<file path="src/rtl/dmem_arbiter.sv">
// Weighted round-robin arbiter sharing one synchronous-read data-memory port
// between requesters A and B. Optional lock support: define DMEM_ARB_LOCK_EN.
module dmem_arbiter #(
    parameter int unsigned WEIGHT_A = 1,
    parameter int unsigned WEIGHT_B = 1
) (
    input  logic        clk,
    input  logic        reset,
`ifdef DMEM_ARB_LOCK_EN
    input  logic        a_lock,
    input  logic        b_lock,
`endif
    input  logic        a_req,
    input  logic [31:0] a_addr,
    input  logic [3:0]  a_wmask,
    input  logic [31:0] a_wdata,
    output logic        a_gnt,
    output logic        a_rvalid,
    output logic [31:0] a_rdata,
    input  logic        b_req,
    input  logic [31:0] b_addr,
    input  logic [3:0]  b_wmask,
    input  logic [31:0] b_wdata,
    output logic        b_gnt,
    output logic        b_rvalid,
    output logic [31:0] b_rdata,
    output logic [31:0] mem_addr,
    output logic [3:0]  mem_wmask,
    output logic [31:0] mem_wdata,
    input  logic [31:0] mem_data
);

    localparam logic [4:0] WA = (WEIGHT_A == 0) ? 5'd1 : 5'(WEIGHT_A);
    localparam logic [4:0] WB = (WEIGHT_B == 0) ? 5'd1 : 5'(WEIGHT_B);

    logic       prio;
    logic [3:0] cnt;
    logic       owner_q;
    logic       vld_q;
    logic       eff_prio;
    logic       contended;
    logic       any_gnt;
    logic [4:0] cnt_inc;
    logic [4:0] w_sel;

`ifdef DMEM_ARB_LOCK_EN
    logic lock_q;
    logic lock_own;
    logic lock_hold;

    assign lock_hold = lock_q && (lock_own ? b_lock : a_lock);
    // A lock released this cycle hands priority straight to the other side
    assign eff_prio  = (lock_q && !lock_hold) ? ~lock_own : prio;
`else
    assign eff_prio  = prio;
`endif

    assign contended = a_req && b_req;
    assign any_gnt   = a_gnt || b_gnt;
    assign cnt_inc   = {1'b0, cnt} + 5'd1;
    assign w_sel     = b_gnt ? WB : WA;

    always_comb begin
        a_gnt = 1'b0;
        b_gnt = 1'b0;
        if (!reset) begin
`ifdef DMEM_ARB_LOCK_EN
            if (lock_hold) begin
                a_gnt = a_req && !lock_own;
                b_gnt = b_req && lock_own;
            end else
`endif
            begin
                if (contended) begin
                    a_gnt = !eff_prio;
                    b_gnt = eff_prio;
                end else begin
                    a_gnt = a_req;
                    b_gnt = b_req;
                end
            end
        end
    end

    // Idle port issues a harmless read at A's address
    assign mem_addr  = b_gnt ? b_addr : a_addr;
    assign mem_wdata = b_gnt ? b_wdata : a_wdata;
    assign mem_wmask = a_gnt ? a_wmask : (b_gnt ? b_wmask : 4'd0);

    always_ff @(posedge clk or posedge reset) begin
        if (reset) begin
            prio    <= 1'b0;
            cnt     <= 4'd0;
            owner_q <= 1'b0;
            vld_q   <= 1'b0;
`ifdef DMEM_ARB_LOCK_EN
            lock_q   <= 1'b0;
            lock_own <= 1'b0;
`endif
        end else begin
            vld_q <= any_gnt;
            if (any_gnt) begin
                owner_q <= b_gnt;
            end
`ifdef DMEM_ARB_LOCK_EN
            if (!lock_hold) begin
                if (a_gnt && a_lock) begin
                    lock_q   <= 1'b1;
                    lock_own <= 1'b0;
                end else if (b_gnt && b_lock) begin
                    lock_q   <= 1'b1;
                    lock_own <= 1'b1;
                end else begin
                    lock_q   <= 1'b0;
                end
            end
            if (any_gnt && !lock_hold) begin
`else
            if (any_gnt) begin
`endif
                if (contended && cnt_inc != w_sel) begin
                    cnt  <= cnt_inc[3:0];
                    prio <= b_gnt;
                end else begin
                    cnt  <= 4'd0;
                    prio <= a_gnt;
                end
            end
        end
    end

    assign a_rvalid = vld_q && !owner_q;
    assign b_rvalid = vld_q && owner_q;
    assign a_rdata  = mem_data;
    assign b_rdata  = mem_data;

endmodule

</file>
<file path="config.mk">
export PLATFORM = sky130hd
export DESIGN_NAME = dmem_arbiter
export DESIGN_NICKNAME = d
export VERILOG_FILES = /design/src/rtl/dmem_arbiter.sv
export SDC_FILE = /design/constraint.sdc
export NUM_CORES = 1
export LEC_CHECK = 0
export CAP_MARGIN = 20
export CELL_PAD_IN_SITES_DETAIL_PLACEMENT = 1
export CELL_PAD_IN_SITES_GLOBAL_PLACEMENT = 1
export CORE_AREA = 2 2 120 122
export CTS_BUF_LIST = sky130_fd_sc_hd__clkbuf_2
export CTS_CLUSTER_DIAMETER = 50
export DETAILED_ROUTE_END_ITERATION = 8
export DIE_AREA = 0 0 122 124
export DONT_BUFFER_PORTS = 1
export PLACE_DENSITY_LB_ADDON = 0.1
export SYNTH_ARGS = -nofsm -noshare
export SYNTH_HDL_FRONTEND = slang
export SYNTH_SLANG_ARGS = --single-unit
</file>
<file path="constraint.sdc">
create_clock -name clk -period 2.95 [get_ports clk]
set_input_delay 0.885 -clock clk [delete_from_list [all_inputs] [get_ports clk]]
set_output_delay 0.885 -clock clk [all_outputs]
set_load 0.01 [all_outputs]
</file>
Word-level counts from Yosys, hierarchy flattened
Index checks and enable logic that the tools add are counted.
{ "classes": {"n_addsub": 1, "n_eq_ne": 1, "n_mux": 10, "n_reduce_logical": 7} }
{ "ops": {"columns": ["cell", "n"], "rows": [
  ["2-to-1 mux 32 bit", 2],
  ["2-to-1 mux 4 bit", 3],
  ["adder 4 x 1 -> 5 bit, second input constant", 1],
  ["2-to-1 mux 1 bit", 5],
  ["inequality test 5 x 1 -> 1 bit, second input constant", 1],
  ["logical AND 1 bit", 4],
  ["zero test 1 bit", 2],
  ["logical OR 1 bit", 1]
]} }
{ "word_totals": {"ff_bits": 7, "out_inout_bits": 136} }

Depth between registers and ports, before layout
Gate-level depths: netlist (run 1).
{ "depth": {"ltp_word": 5, "mapped_depth": 6, "mapped_depth_nobuf": 6} }

Worst setup path after synthesis (run 1)
No wires, ideal clock.
{ "synth_timing": {"kind": "input to output", "startpoint": "input reset", "endpoint": "output mem_wdata[26]", "arrival_ns": 1.863, "required_ns": 2.065, "path_slack_ns": 0.202, "stages": 6, "path_buffers": 2, "cell_sequence": "inv_2 nand2_4 nor2_8 buf_12 buf_12 mux2_4"} }
{ "synth_via": {"elab_chain_cells": 2} }
{ "synth_lines": {"columns": ["item", "line_no", "rtl"], "rows": [
  ["from (decl)", "8", "input logic reset,"],
  ["2-to-1 mux 1 bit", "66", "if (!reset) begin"],
  ["net b_gnt", "24", "output logic b_gnt,"],
  ["2-to-1 mux 32 bit", "87", "assign mem_wdata = b_gnt ? b_wdata : a_wdata;"],
  ["to (decl)", "29", "output logic [31:0] mem_wdata,"]
]} }
The timed path passes the listed nets, and every way through them passes these cells.

Worst setup path in the final report (run 1)
{ "layout_timing": {"startpoint": "input reset", "endpoint": "output mem_wdata[16]"} }
{ "layout_via": {"elab_chain_cells": 2} }
{ "layout_lines": {"columns": ["item", "line_no"], "rows": [
  ["2-to-1 mux 1 bit", "66"],
  ["2-to-1 mux 32 bit", "87"]
]} }
No other way between the ends.

==> out/results.ini, run 1 <==
[die]
core_sq_mm = 0.0137
std_cell_rows = 43
die_h_microns = 124
die_w_microns = 122
start_util_pct = 13.1
ios = 308
dieArea_sq_mm = 0.0151

[timing]
setup_viol = 0
tns_ns = 0
finalMaxSlewViolations = 0
finalCriticalPeriod_ns = 2.71
max_freq_mhz = 369
relSlewSlack_pct = 70.2
hold_viol = 0
setup_ws_ns = 0.240
worstMarginPinSlew_ns = 0.447
rsz0062_at_grt = false
min_period_over_period_pct = 91.9
skew_ns = 0.00424

[min_path]
min_path_type = reg -> reg

[synthesis]
ys_types = 29
synth_top_cell_area_share_pct = 37.0
synth_cells = 188
synthesis.nets = 362
synthArstFlopShare_pct = 100
synth_ff_type = dfrtp_1
ys_ff_latch = 7
syn-cell-area_sq_mm = 0.00179
avgSynthCellArea_sq_um = 9.54
ys_warn_count = 0
ys_seq_area_share_pct = 9.76
synth_top_area_cell = mux2_2
synth_area_leaders = mux2_2 (37%), buf_4 (28%), dfrtp_1 (9.8%)
synth_edf_count = 0

[clock_tree]
clkTransAtPathRegs_ns = 0.08
clkSinkCount = 7
clockBufferDepth = 2
cts_tree = built
cts_htree_levels = 1
clock_latency_ns = 0.23
cts_root_buffer = clkbuf_2
post_cts_buffers = 0
ctsResizeCount = 0
hold_buffers = 0
tritoncts.num_buffers = 3

[cells_and_area]
fin_nets = 300
drive_gt1_share_pct = 63.2
final_cell_mix = mux2_2 (59), nand2_1 (7), dfrtp_1 (7), inv_1 (5), mux2_4 (5)
design_area_sq_mm = 0.00153
layout_commonest_cell = mux2_2
diodes = 0
syn_to_final_growth_pct = -15.0
fillCellCount = 1618

[grt]
grt_max_degree = 37
grt_busiest_layer = met2
antenna_found_initial = 0
grt_pass1_vias = 1196
grt-ovfl-total = 0
use_met2_pct = 10.8
grt_util_all_layers_pct = 6.74
grtUsageMet3_pct = 1.60
met1_usage_pct = 8.77
grt_pass1_wl_mm = 7.51

[critical_path]
critical_path_required_ns = 2.07
r2r_slack_ns = 1.35
cpPeakStageDelay_ns = 0.42
cp_cell_sequence = inv_2, nand2_4, nor2_8, buf_12, mux2_2
crit_path_max_fanout = 36
crit_path_top_delay_cell = mux2_2
crit_type = in -> out
worstPathArrival_ns = 1.82
endpoint_kind = primary output
crit_path_start_kind = primary input

[route]
totalWireLength_mm = 6.24
via_per_inst = 3.70
wire_per_inst_microns = 20.5
drtIter0Drc = 2
drc = 0
postRouteAntennaNets = 0
via_count = 1130
drt_first_pass_iters = 2

[place]
gp_congestion = 0.665
placed_area_sq_mm = 0.00151
dp_hpwl_mm = 5.56
portBuffers = 0
place_ws_ns = 0.237

[power]
power_density_mw_per_mm2 = 315
p_leak_nw = 0.530
peakVddDrop_mv = 0.0735

[run]
maxCapViolations = 0

[outcome]
status = completed

## through the flow
step | hold slack, ns | utilization [%] | cells | power (mW)
2_1_floorplan | 0.479 | - | 188 | 0.463
3_3_place_gp | 0.504 | 11.0 | 301 | 0.412
3_5_place_dp | 0.511 | 11.0 | 301 | 0.414
4_1_cts | 0.529 | 11.1 | 305 | 0.492
5_1_grt | 0.537 | 11.1 | 305 | 0.512
6_report | 0.529 | 11.1 | 305 | 0.480
## cell families (layout without fill, tap and decap cells)
| kind of cell | after synthesis | in the layout | share of synthesized area, % |
|---|---|---|---|
| buffers and inverters | 78 | 15 | 33.2 |
| multiplexers | 64 | 64 | 41.2 |
| AND/OR/NAND/NOR | 20 | 20 | 7.53 |
| AO/OA/AOI/OAI | 17 | 17 | 6.90 |
| flip-flops | 7 | 7 | 9.76 |
| adder cells (fa/ha/maj) | 2 | 2 | 1.39 |
## layer usage
| metal | share of wire [%] | vias to the layer above | routed length, microns |
|---|---|---|---|
| li1 | - | 466 | - |
| met1 | 38 | 506 | 2340 |
| met2 | 50 | 137 | 3110 |
| met3 | 11 | 21 | 671 |
| met4 | 1.9 | 0 | 116 |
| met5 | 0 | - | 0 |
## sequential cells by signal, indices dropped and copies added, names as in the netlist
name	count
cnt	4
eff_prio	1
vld_q	1
owner_q	1
## power breakdown
part,switching [mW],internal (mW),leakage (nW),total (mW)
registers,0.0181,0.105,0.0917,0.124
clock network,0.0383,0.0360,0.0166,0.0744
logic,0.154,0.128,0.421,0.282
total,0.211,0.269,0.530,0.480
## final timing paths
check,to,start,depth (start not counted)
min reg2reg,cnt[3],cnt[3],1
max,mem_wdata[16],reset,5
min in group asynchronous,cnt[2],reset,2
max in group asynchronous,cnt[1],reset,2
min,cnt[3],cnt[3],1
max reg2reg,cnt[1],cnt[0],4
## synth_stat cells, drive strengths merged, types with 2 or more instances
master	n
dfrtp	7
inv	7
a21oi	3
o211ai	2
mux2	64
nor2	3
o22ai	2
nand2	8
ha	2
and3	2
o21ai	3
buf	71
a22o	4
## final cells by class
| cell class | instances | area [sq um] | share of cell area (%) |
|---|---|---|---|
| timing repair buffer | 4 | 55.1 | 3.61 |
| inverter | 7 | 26.3 | 1.72 |
| clock buffer | 4 | 20.0 | 1.31 |
| multi-input combinational | 103 | 1020 | 67.1 |
| sequential | 7 | 175 | 11.5 |
| tap | 180 | 225 | 14.8 |
## critical path: cells and delay by family
family / cells / cell delay [ns]
buffers and inverters: 2 / 0.28
multiplexers: 1 / 0.42
AND/OR/NAND/NOR: 2 / 0.21
No activity file was read; power rests on OpenSTA's default activity.
==> inputs of run 2 (changes only) <==
Settings changed: ABC_AREA set to 1, CORE_AREA 2 2 120 122 to 2 2 119 121, DIE_AREA 0 0 122 124 to 0 0 121 123.
==> run 2 against run 1 <==
Routed wire length decreased by 11%. Via count increased by 46%. Critical path depth up 2. Critical endpoint is now mem_wdata[4]. Clock power fell by 3.8%. Synthesized cell count is 77% higher. Largest cell class unchanged. First-iteration DRC count rose to 18 times the previous value. Utilization fell by 0.11 points. Sequential power shrank 9.7%.
==> out/results.ini, run 2 <==
[outcome]
status = completed

[grt]
grt_pass1_wl_mm = 7.08
grt_max_degree = 67
antenna_found_initial = 0
grt_util_all_layers_pct = 5.89
grt_pass1_vias = 1443
grt-ovfl-total = 0

[power]
internal_power_uw = 206
pwr-share-seq_pct = 26.6
finalPower_uw = 422
clkPwrFrac_pct = 17.0
p_leak_nw = 0.883
swShare_pct = 51.3
power.switching_uw = 216
peakVddDrop_mv = 0.0593
power_density_mw_per_mm2 = 282
pwr-share-comb_pct = 56.4

[critical_path]
r2r_slack_ns = 1.44
crit_path_start_kind = primary input
critical_path_required_ns = 2.07
r2r_cells = 6
r2r-end = cnt[0]
cp-startpoint = b_req
crit_path_top_delay_cell = buf_12
cpPeakStageDelay_ns = 0.19
endpoint_kind = primary output
worstPathArrival_ns = 1.70
endpoint = mem_wdata[4]
crit_type = in -> out
crit_path_frequent_cell = nand2_1
cp_cell_sequence = inv_1, nor2_1, o21ai_4, inv_2, buf_12, nand2_1, nand2_1
crit_path_max_fanout = 39
rr_startpoint = eff_prio

[synthesis]
synth_top_family_by_area = simple AND/OR/NAND/NOR gates
ys_seq_area_share_pct = 9.99
synth-simple-area-share_pct = 47.8
synth_edf_count = 0
ys_warn_count = 0
avgSynthCellArea_sq_um = 5.27
synth_cells = 333
synthArstFlopShare_pct = 100
ys_types = 15
ys_ff_latch = 7
synthesis.nets = 507
synth_top_cell_area_share_pct = 44.7
synthMuxAreaShare_pct = 0
synth_area_leaders = nand2_1 (45%), buf_4 (28%), dfrtp_1 (10%)
synth_ff_type = dfrtp_1
synth-adder-area-share_pct = 1.43
synth_common_cells = nand2_1 (209), buf_4 (65), inv_1 (15), buf_2 (8), dfrtp_1 (7)
synth-compound-area-share_pct = 4.07
syn-cell-area_sq_mm = 0.00175
synth-xor-area-share_pct = 0
synth_top_area_cell = nand2_1
yosysMostFrequentCell = nand2_1

[timing]
hold_viol = 0
skew_ns = 0.00448
rsz0062_at_grt = false
finalMaxSlewViolations = 0
tns_ns = 0
min_period_over_period_pct = 87.5
timing.hold.ws_ns = 0.521
max_freq_mhz = 388
relSlewSlack_pct = 79.5
setup_viol = 0
worstMarginPinSlew_ns = 0.307
finalCriticalPeriod_ns = 2.58

[die]
die_h_microns = 123
std_cell_rows = 43
die_w_microns = 121
dieArea_sq_mm = 0.0149
start_util_pct = 12.9
ios = 308
core_sq_mm = 0.0136

[route]
drt_first_pass_iters = 2
totalWireLength_mm = 5.53
via_per_inst = 3.72
postRouteAntennaNets = 0
drc = 0
via_count = 1652
drtIter0Drc = 36
wire_per_inst_microns = 12.5

[min_path]
min_path_type = reg -> reg
hp-start = owner_q

[cells_and_area]
syn_to_final_growth_pct = -14.6
regMostFlops = cnt
diodes = 0
fin_nets = 439
drive_gt1_share_pct = 4.17
largest_reg_flops = 4
layout_commonest_cell = nand2_1
instances_no_fill = 444
final_cell_mix = nand2_1 (209), inv_1 (15), dfrtp_1 (7), nand3_1 (6)

[clock_tree]
cts_tree = built
post_cts_buffers = 0
clockBufferDepth = 2
tritoncts.num_buffers = 3
clkSinkCount = 7
ctsResizeCount = 0
cts_root_buffer = clkbuf_2
hold_buffers = 0
clkTransAtPathRegs_ns = 0.07
clock_latency_ns = 0.23
cts_htree_levels = 1

[run]
maxCapViolations = 0

[place]
dp_hpwl_mm = 4.59
portBuffers = 0
gp_congestion = 0.694
dp_cells = 440

-- run 2: cell types whose count changed after synthesis, moves of 3 or more --
cell     previous run  this run
nand2_1             7       209
a21oi_1             3         0
buf_2               0         8
nand3_1             1         6
mux2_2             59         0
mux2_4              5         0
inv_1               5        15
-- run 2: worst min-delay path by stage --
stage,end,slack [ns],cells past startpoint
after floorplan,owner_q,0.46,2
after global placement,owner_q,0.51,2
after detailed placement,owner_q,0.52,2
after CTS,cnt[1],0.52,2
after global routing,cnt[3],0.54,2
final,owner_q,0.52,2
-- run 2: logic make-up after synthesis --
family	count (synthesis)
simple gates	220
fa+ha+maj	2
flops	7
buf+inv	94
compound gates	10
-- run 2: power groups by stage --
| stage | Combinational [mW] | Clock, mW | Sequential (mW) |
|---|---|---|---|
| 6_report | 0.238 | 0.0716 | 0.112 |
| 5_1_grt | 0.271 | 0.0810 | 0.115 |
| 3_5_place_dp | 0.247 | 0 | 0.115 |
| 2_1_floorplan | 0.293 | 0 | 0.111 |
| 3_3_place_gp | 0.247 | 0 | 0.115 |
| 4_1_cts | 0.247 | 0.0770 | 0.113 |
-- run 2: layer usage --
metal	track usage [%]	vias to the layer above	share of wire, %
li1	-	794	-
met1	5.81	703	33
met2	11.7	141	53
met3	1.34	14	12
met4	2.62	0	2.1
met5	0	-	0
-- run 2: worst max-delay path, delay by kind of cell --
family                 cells  cell delay (ns)
AND/OR/NAND/NOR            3             0.36
buffers and inverters      3             0.32
AO/OA/AOI/OAI              1             0.10
-- run 2: cell type report --
class,instances,area [sq um]
inverter,16,60.1
fill,1732,12100
clock buffer,4,20.0
multi-input combinational,232,942
timing repair buffer,5,75.1
sequential,7,175
tap,180,225
-- run 2: metrics by stage --
step	instance area [sq um]	util, %	setup WS, ns
3_3_place_gp	1480	10.9	0.327
4_1_cts	1500	11.0	0.347
6_report	1500	11.0	0.370
3_5_place_dp	1480	10.9	0.349
2_1_floorplan	1750	-	0.447
5_1_grt	1500	11.0	0.251
==> inputs of run 3 (changes only) <==
Settings changed: REMOVE_ABC_BUFFERS set to 1.
==> run 3 against run 2 <==
Utilization rose by 0.31 points. Die area stayed put. Sequential share of layout area is 0.32 points lower. Clock skew grew 0.0035 ns. Maximum frequency shrank 4.1%. Worst setup slack worse by 0.11 ns. Critical path depth rose by 1. Via count grew 9.7%. Register-to-register slack about the same. Clock power grew 8.7%. First-iteration DRC count increased by 150%. Sequential power about the same. Critical path type unchanged. Critical endpoint is now mem_addr[28]. Largest cell class unchanged.
==> out/results.ini, run 3 (same netlist as run 2, synthesis figures left out) <==
[outcome]
status = completed

[critical_path]
r2r_slack_ns = 1.44
cp_cell_sequence = inv_1, nor2_1, o21ai_4, inv_2, buf_12, buf_12, nand2_1, nand2_1
crit_path_top_delay_cell = buf_12
crit_path_max_fanout = 33
crit_type = in -> out
cpPeakStageDelay_ns = 0.19
crit_path_start_kind = primary input
endpoint_kind = primary output
critical_path_required_ns = 2.07
worstPathArrival_ns = 1.81

[place]
placed_area_sq_mm = 0.00151
dp_hpwl_mm = 10.4
portBuffers = 0
gp_congestion = 0.735

[die]
die_h_microns = 123
ios = 308
std_cell_rows = 43
dieArea_sq_mm = 0.0149
core_sq_mm = 0.0136
die_w_microns = 121
start_util_pct = 12.9

[timing]
min_period_over_period_pct = 91.2
finalCriticalPeriod_ns = 2.69
rsz0062_at_grt = false
max_freq_mhz = 372
tns_ns = 0
hold_viol = 0
skew_ns = 0.00801
finalMaxSlewViolations = 0
worstMarginPinSlew_ns = 0.267
timing.hold.ws_ns = 0.516
setup_viol = 0
relSlewSlack_pct = 82.1

[clock_tree]
cts_htree_levels = 1
cts_tree = built
clkTransAtPathRegs_ns = 0.09
clockBufferDepth = 2
hold_buffers = 0
clock_latency_ns = 0.24
ctsResizeCount = 0
cts_root_buffer = clkbuf_2
post_cts_buffers = 0
tritoncts.num_buffers = 3
clkSinkCount = 7

[cells_and_area]
design_area_sq_mm = 0.00154
layout_commonest_cell = nand2_1
drive_gt1_share_pct = 5.60
final_cell_mix = nand2_1 (209), inv_1 (15), dfrtp_1 (7), nand3_1 (6), buf_4 (6)
fin_nets = 443
regMostFlops = cnt
largest_reg_flops = 4
fillCellCount = 1723
syn_to_final_growth_pct = -12.2

[route]
drt_first_pass_iters = 4
drtIter0Drc = 89
drc = 0
totalWireLength_mm = 11.7
via_count = 1812
via_per_inst = 4.00
postRouteAntennaNets = 0
wire_per_inst_microns = 25.7

[grt]
grt-ovfl-total = 0
grt_pass1_wl_mm = 14.6
grt_util_all_layers_pct = 14.5
grt_pass1_vias = 1846
grt_max_degree = 49
antenna_found_initial = 7

[power]
p_leak_nw = 0.902
power_density_mw_per_mm2 = 301
finalPower_uw = 464
peakVddDrop_mv = 0.0526

[run]
maxCapViolations = 0

[min_path]
min_path_type = in -> async

run 3: changes by cell type in the layout (fill, tap and decap cells not counted), sizes merged:
cell | before | now
buf | 5 | 9
diode | 0 | 5
run 3: where the power goes:
part / switching, mW / internal (mW)
clock network: 0.0418 / 0.0360
logic: 0.202 / 0.0712
registers: 0.00858 / 0.104
total: 0.253 / 0.211
run 3: worst max-delay path: cells and delay by family:
family | cells | cell delay [ns]
AOI/OAI and AO/OA | 1 | 0.11
and+or+nand+nor | 3 | 0.35
buffers and inverters | 4 | 0.45
run 3: area by class of cell:
cell class	instances	area [sq um]	share of cell area, %
antenna	5	12.5	0.812
clock buffer	4	20.0	1.30
inverter	16	60.1	3.90
multi-input combinational	232	942	61.2
sequential	7	175	11.4
tap	180	225	14.6
timing repair buffer	9	105	6.82
run 3: routing by layer:
metal  wire, microns  global-route usage, %  up-vias
li1                -                      -      809
met1            4390                   16.3      786
met2            4280                   17.4      197
met3            2860                   17.5       12
met4              16                  0.872        8
met5             115                   3.82        -
run 3: path summary, 6_finish.rpt:
kind	end	from	cells past startpoint
max	mem_addr[28]	b_req	8
min	eff_prio	reset	2
max reg2reg	cnt[1]	eff_prio	6
min reg2reg	owner_q	owner_q	2
max in group asynchronous	cnt[1]	reset	2
min in group clk	owner_q	owner_q	2
run 3: stage by stage:
stage,std cells,setup slack (ns),util (%)
after CTS,448,0.222,11.2
after detailed placement,444,0.219,11.1
after global routing,448,0.136,11.2
final,453,0.259,11.3
after floorplan,255,-1.31,-
after global placement,444,0.241,11.1
